`config.mk`:
```
export PLATFORM = sky130hd
export DESIGN_NAME = core_interrupts_flat
export DESIGN_NICKNAME = d
export VERILOG_FILES = /design/src/rtl/core_interrupts_if.sv /design/src/rtl/core_interrupts.sv /design/src/flat_wrapper.sv
export SDC_FILE = /design/constraint.sdc
export NUM_CORES = 1
export LEC_CHECK = 0
export ABC_AREA = 0
export CAP_MARGIN = 40
export CORE_MARGIN = 5
export CORE_UTILIZATION = 25
export CTS_BUF_LIST = sky130_fd_sc_hd__clkbuf_2 sky130_fd_sc_hd__clkbuf_4 sky130_fd_sc_hd__clkbuf_8
export CTS_CLUSTER_DIAMETER = 100
export DETAILED_ROUTE_END_ITERATION = 12
export PLACE_DENSITY = 0.85
export REMOVE_ABC_BUFFERS = 1
export SLEW_MARGIN = 15
export SYNTH_ARGS = -nofsm -noshare
export SYNTH_HDL_FRONTEND = slang
export SYNTH_SLANG_ARGS = --single-unit
```
`constraint.sdc`:
```
create_clock -name g_clk -period 1.7 [get_ports g_clk]
set_clock_uncertainty 0.2 [all_clocks]
set_input_delay 0.17 -clock g_clk [delete_from_list [all_inputs] [get_ports g_clk]]
set_output_delay 0.17 -clock g_clk [all_outputs]
set_load 0.02 [all_outputs]
```
`src/rtl/core_interrupts_if.sv`:
```
// rtl/core_interrupts_if.sv - CSR access and trap-request bundle for core_interrupts
interface core_interrupts_if #(
   parameter int CAUSE_W = 6
);
   logic               csr_en;
   logic               csr_wr;
   logic [11:0]        csr_addr;
   logic [63:0]        csr_wdata;
   logic [63:0]        csr_rdata;
   logic               csr_error;
   logic               int_req;
   logic [CAUSE_W-1:0] int_cause;
   logic               int_ack;
   logic               int_ret;

   modport master (
      output csr_en, csr_wr, csr_addr, csr_wdata, int_ack, int_ret,
      input  csr_rdata, csr_error, int_req, int_cause
   );

   modport slave (
      input  csr_en, csr_wr, csr_addr, csr_wdata, int_ack, int_ret,
      output csr_rdata, csr_error, int_req, int_cause
   );
endinterface

```
`src/rtl/core_interrupts.sv`:
```
// rtl/core_interrupts.sv - machine interrupt controller owning mip/mie, fixed-priority req/ack to trap logic
// CORE_INT_EXT_SYNC_EN adds a 2-flop synchroniser on ext_interrupt ahead of mip.MEIP.
module core_interrupts #(
   parameter int CAUSE_W = 6
) (
   input  logic             g_clk,
   input  logic             g_resetn,
   input  logic             timer_interrupt,
   input  logic             ext_interrupt,
   input  logic             mstatus_mie,
   core_interrupts_if.slave bus
);
   localparam logic [11:0] MIE_ADDR = 12'h304;
   localparam logic [11:0] MIP_ADDR = 12'h344;
   localparam logic [CAUSE_W-1:0] C_MEI = CAUSE_W'(11);
   localparam logic [CAUSE_W-1:0] C_MSI = CAUSE_W'(3);
   localparam logic [CAUSE_W-1:0] C_MTI = CAUSE_W'(7);

   typedef enum logic [1:0] {S_IDLE, S_REQ, S_TAKEN} state_t;

   state_t             state, state_nxt;
   logic [CAUSE_W-1:0] cause_q, cause_nxt;
   logic               meie, mtie, msie;
   logic               meip, mtip, msip;
   logic               ext_src;
   logic               wr_mie, wr_mip;
   logic               pend_mei, pend_msi, pend_mti;
   logic               latched_pend;
   logic [63:0]        mie_val, mip_val;
   logic               unused_wdata;

`ifdef CORE_INT_EXT_SYNC_EN
   logic ext_s1, ext_s2;

   always_ff @(posedge g_clk) begin
      if (!g_resetn) begin
         ext_s1 <= 1'b0;
         ext_s2 <= 1'b0;
      end else begin
         ext_s1 <= ext_interrupt;
         ext_s2 <= ext_s1;
      end
   end

   assign ext_src = ext_s2;
`else
   assign ext_src = ext_interrupt;
`endif

   // only bits 11/7/3 of the write data are architectural
   assign unused_wdata = ^bus.csr_wdata;

   assign wr_mie = bus.csr_en && bus.csr_wr && (bus.csr_addr == MIE_ADDR);
   assign wr_mip = bus.csr_en && bus.csr_wr && (bus.csr_addr == MIP_ADDR);

   always_ff @(posedge g_clk) begin
      if (!g_resetn) begin
         meie <= 1'b0;
         mtie <= 1'b0;
         msie <= 1'b0;
         meip <= 1'b0;
         mtip <= 1'b0;
         msip <= 1'b0;
      end else begin
         if (wr_mie) begin
            meie <= bus.csr_wdata[11];
            mtie <= bus.csr_wdata[7];
            msie <= bus.csr_wdata[3];
         end
         if (wr_mip) begin
            msip <= bus.csr_wdata[3];
         end
         meip <= ext_src;
         mtip <= timer_interrupt;
      end
   end

   always_comb begin
      mie_val     = '0;
      mie_val[11] = meie;
      mie_val[7]  = mtie;
      mie_val[3]  = msie;
      mip_val     = '0;
      mip_val[11] = meip;
      mip_val[7]  = mtip;
      mip_val[3]  = msip;
   end

   always_comb begin
      bus.csr_rdata = '0;
      bus.csr_error = 1'b0;
      if (bus.csr_en) begin
         if (bus.csr_addr == MIE_ADDR) begin
            bus.csr_rdata = mie_val;
         end else if (bus.csr_addr == MIP_ADDR) begin
            bus.csr_rdata = mip_val;
         end else begin
            bus.csr_error = 1'b1;
         end
      end
   end

   assign pend_mei = meip && meie;
   assign pend_msi = msip && msie;
   assign pend_mti = mtip && mtie;

   always_comb begin
      latched_pend = 1'b0;
      case (cause_q)
         C_MEI:   latched_pend = pend_mei;
         C_MSI:   latched_pend = pend_msi;
         C_MTI:   latched_pend = pend_mti;
         default: latched_pend = 1'b0;
      endcase
   end

   always_ff @(posedge g_clk) begin
      if (!g_resetn) begin
         state   <= S_IDLE;
         cause_q <= '0;
      end else begin
         state   <= state_nxt;
         cause_q <= cause_nxt;
      end
   end

   // once requested, the cause is frozen; ack beats withdrawal
   always_comb begin
      state_nxt = state;
      cause_nxt = cause_q;
      case (state)
         S_IDLE: begin
            if (mstatus_mie && (pend_mei || pend_msi || pend_mti)) begin
               state_nxt = S_REQ;
               cause_nxt = pend_mei ? C_MEI : (pend_msi ? C_MSI : C_MTI);
            end
         end
         S_REQ: begin
            if (bus.int_ack) begin
               state_nxt = S_TAKEN;
            end else if (!latched_pend || !mstatus_mie) begin
               state_nxt = S_IDLE;
            end
         end
         S_TAKEN: begin
            if (bus.int_ret) begin
               state_nxt = S_IDLE;
            end
         end
         default: state_nxt = S_IDLE;
      endcase
   end

   assign bus.int_req   = (state == S_REQ);
   assign bus.int_cause = cause_q;
endmodule

```
`src/flat_wrapper.sv`:
```
// flat-port wrapper written by rule: the top's interface ports become plain ports
module core_interrupts_flat 
#(
   parameter int CAUSE_W = 6
)
  (g_clk, g_resetn, timer_interrupt, ext_interrupt, mstatus_mie, bus_csr_en, bus_csr_wr, bus_csr_addr, bus_csr_wdata, bus_int_ack, bus_int_ret, bus_csr_rdata, bus_csr_error, bus_int_req, bus_int_cause);
  core_interrupts_if #(.CAUSE_W(CAUSE_W)) bus_i ();
  input  logic g_clk;
  input  logic g_resetn;
  input  logic timer_interrupt;
  input  logic ext_interrupt;
  input  logic mstatus_mie;
  input wire logic [$bits(bus_i.csr_en)-1:0] bus_csr_en;
  input wire logic [$bits(bus_i.csr_wr)-1:0] bus_csr_wr;
  input wire logic [$bits(bus_i.csr_addr)-1:0] bus_csr_addr;
  input wire logic [$bits(bus_i.csr_wdata)-1:0] bus_csr_wdata;
  input wire logic [$bits(bus_i.int_ack)-1:0] bus_int_ack;
  input wire logic [$bits(bus_i.int_ret)-1:0] bus_int_ret;
  output wire logic [$bits(bus_i.csr_rdata)-1:0] bus_csr_rdata;
  output wire logic [$bits(bus_i.csr_error)-1:0] bus_csr_error;
  output wire logic [$bits(bus_i.int_req)-1:0] bus_int_req;
  output wire logic [$bits(bus_i.int_cause)-1:0] bus_int_cause;
  assign bus_i.csr_en = bus_csr_en;
  assign bus_i.csr_wr = bus_csr_wr;
  assign bus_i.csr_addr = bus_csr_addr;
  assign bus_i.csr_wdata = bus_csr_wdata;
  assign bus_i.int_ack = bus_int_ack;
  assign bus_i.int_ret = bus_int_ret;
  assign bus_csr_rdata = bus_i.csr_rdata;
  assign bus_csr_error = bus_i.csr_error;
  assign bus_int_req = bus_i.int_req;
  assign bus_int_cause = bus_i.int_cause;
  core_interrupts #(.CAUSE_W(CAUSE_W)) u_core (.g_clk(g_clk), .g_resetn(g_resetn), .timer_interrupt(timer_interrupt), .ext_interrupt(ext_interrupt), .mstatus_mie(mstatus_mie), .bus(bus_i));
endmodule
```
==> results.json <==
{
  "status": "finished, final reports clean",
  "cts_sinks": 11,
  "yosys_most_used_dff": "dfxtp_1",
  "tritoncts": "built",
  "drv_cap": 0,
  "postRouteAntennaNets": 0,
  "clk_pin_slew_worst_paths_ns": 0.05,
  "routedWlPerCell_um": 10.4,
  "final_hold_viol_count": 0,
  "power_frac_seq_pct": 35.5,
  "r2r-start": "u_core.mtie$_SDFFE_PN0P_",
  "min_path_type": "primary input to register",
  "end_kind": "output port",
  "worstPathCellList": "clkdlybuf4s50_1, mux2i_1, nor2_1, buf_4",
  "p_leak_nw": 0.645,
  "dr.pass1.iters": 4,
  "h-tree-depth": 1,
  "cp-start-kind": "primary input",
  "cp_max_fo": 5,
  "synth-seq-cells": 11,
  "syn_area_per_cell_um2": 8.53,
  "antenna_found_initial": 0,
  "grt_usage_pct": 7.34,
  "grt_max_degree": 15,
  "start_util_pct": 25.6,
  "portBuffers": 32,
  "synth_edf_count": 0,
  "worst_ep_arrival_time_ns": 1.29,
  "vias": 779,
  "clock.fmax_ghz": 0.602,
  "layout_commonest_cell": "conb_1",
  "grt_pass1_wl_mm": 3.50,
  "numCtsBuffers": 3,
  "antenna_cells": 0,
  "nNetsFinal": 252,
  "cts_setup_buffers": 0,
  "cp-endpoint": "bus_csr_rdata[7]",
  "drc_errors": 0,
  "die_area_um2": 5870,
  "drt-initial-drc-count": 40,
  "via_per_inst": 3.57,
  "dp.cells": 214,
  "required_ns": 1.33,
  "drv_slew": 0,
  "die_w_um": 76.6,
  "worstRegToRegCells": 4,
  "rows": 24,
  "routed_wl_mm": 2.26,
  "yosysWarnings": 0,
  "clock_path_buffers": 2,
  "yosysUniqueCellTypes": 27,
  "timing.hold.ws_ns": 0.299,
  "setup.worst_path.start": "bus_csr_addr[6]",
  "most-common-layout-cells": "conb_1 (63), clkdlybuf4s50_1 (17), dfxtp_1 (11), nand2_1 (10), dlygate4sd2_1 (8)",
  "coreArea_um2": 4320,
  "grt_pass1_vias": 742,
  "period_needed_ns": 1.66,
  "place_ws_ns": -0.551,
  "cp_slowest_cell": "clkdlybuf4s50_1",
  "intPower_mw": 0.496,
  "die_h_um": 76.6,
  "critPathKind": "primary input to output port",
  "r2r_end": "u_core.state[0]$_SDFFE_PN0P_",
  "peakVddDrop_mv": 0.231,
  "setup_violations": 0,
  "slowest_delay_ns": 0.64,
  "ios": 157,
  "areaGrowthSynthToFinish_pct": 16.8,
  "setup_ws_ns": 0.0396,
  "async_flop_share_pct": 0,
  "synth-seq-area-share_pct": 19.9,
  "gr-total-overflow": 0,
  "netlist_instances": 130,
  "gp_congestion": 0.755,
  "netSwitchingFraction_pct": 33.2,
  "final_cells": 218,
  "dp_hpwl_mm": 1.99,
  "clock_latency_ns": 0.23,
  "switching_power_mw": 0.247,
  "min_period_over_period_pct": 97.7,
  "power_frac_comb_pct": 28.3,
  "grt_setup_unrepaired": "false",
  "syn_area_um2": 1110,
  "r2r_slack_ns": 0.35,
  "p_clk_share_pct": 36.2,
  "root_buffer": "clkbuf_8",
  "power_density_nw_per_um2": 574,
  "drive_gt1_share_pct": 10.8
}
[per-layer routing]
layer / wire, um / track usage (%)
met5: 0 / 0
met4: 19 / 1.92
met3: 330 / 5.08
met2: 1170 / 12.8
met1: 739 / 6.99
[through the flow]
stage	power (mW)	area [um^2]	TNS (ns)	utilization, %
5_1_grt	0.792	1290	0	29.9
3_3_place_gp	0.480	1260	-2.96	29.1
4_1_cts	0.746	1290	0	29.8
2_1_floorplan	0.408	845	0	-
3_5_place_dp	0.482	1260	-3.33	29.1
6_report	0.744	1290	0	29.9
[timing repair]
item,in CTS,in global routing
hold endpoints to repair,0,0
hold buffers,0,0
setup endpoints to repair,8,5
pin swaps,6,4
cloned,0,0
gates resized for setup,29,3
[synth_stat cells (2+ instances only)]
master | n | share of area [%]
nor2_1 | 6 | 2.0
nand3_1 | 2 | 0.90
nand2_1 | 10 | 3.4
nor2b_1 | 2 | 1.1
mux2i_1 | 7 | 6.3
buf_4 | 64 | 43
and2_1 | 4 | 2.3
dfxtp_1 | 11 | 20
a21boi_0 | 2 | 1.4
a22oi_1 | 3 | 2.0
o21ai_0 | 3 | 1.4
[power by group through the flow]
stage / registers [mW] / clock network (mW) / logic [mW]
floorplan: 0.268 / 0 / 0.140
global placement: 0.269 / 0 / 0.211
detailed placement: 0.269 / 0 / 0.213
CTS: 0.264 / 0.275 / 0.207
global route: 0.264 / 0.303 / 0.225
finish: 0.264 / 0.270 / 0.210
[final cells by class]
cell class	instances	area [um^2]
Fill cell	472	3030
Sequential cell	11	220
Tap cell	52	65.1
Clock buffer	4	48.8
Multi-Input combinational cell	115	624
Timing Repair Buffer	36	337
[cells by family (layout without fill, tap and decap cells)]
| family | Yosys count | after routing | share of synthesized area (%) |
|---|---|---|---|
| compound gates | 12 | 12 | 7.34 |
| mux | 8 | 8 | 7.34 |
| flops | 11 | 11 | 19.9 |
| other cells | 1 | 63 | 0.338 |
| simple gates | 32 | 32 | 20.3 |
| buf+inv | 66 | 40 | 44.8 |
[sequential cells by signal, indices dropped and copies added, names as in the netlist]
name	cells
u_core.msip	1
u_core.mtie	1
u_core.msie	1
u_core.state	2
u_core.bus.int_cause	3
u_core.meie	1
u_core.meip	1
u_core.mtip	1
[worst min-delay path by stage]
| stage | slack [ns] | depth (start not counted) | start | end |
|---|---|---|---|---|
| global route | 0.32 | 3 | bus_csr_wdata[7] | u_core.mtie$_SDFFE_PN0P_ |
| detailed placement | 0.31 | 2 | u_core.mtie$_SDFFE_PN0P_ | u_core.mtie$_SDFFE_PN0P_ |
| CTS | 0.30 | 3 | bus_csr_wdata[7] | u_core.mtie$_SDFFE_PN0P_ |
| finish | 0.30 | 3 | bus_csr_wdata[7] | u_core.mtie$_SDFFE_PN0P_ |
| global placement | 0.29 | 2 | u_core.msie$_SDFFE_PN0P_ | u_core.msie$_SDFFE_PN0P_ |
| floorplan | 0.09 | 1 | g_resetn | u_core.bus.int_cause[1]$_SDFFE_PN0P_ |
[worst max-delay path, delay by kind of cell]
family / cells / cell delay (ns)
AND/OR/NAND/NOR: 1 / 0.07
buffers and inverters: 2 / 0.79
multiplexers: 1 / 0.26
Power figures use the tool's default switching activity.
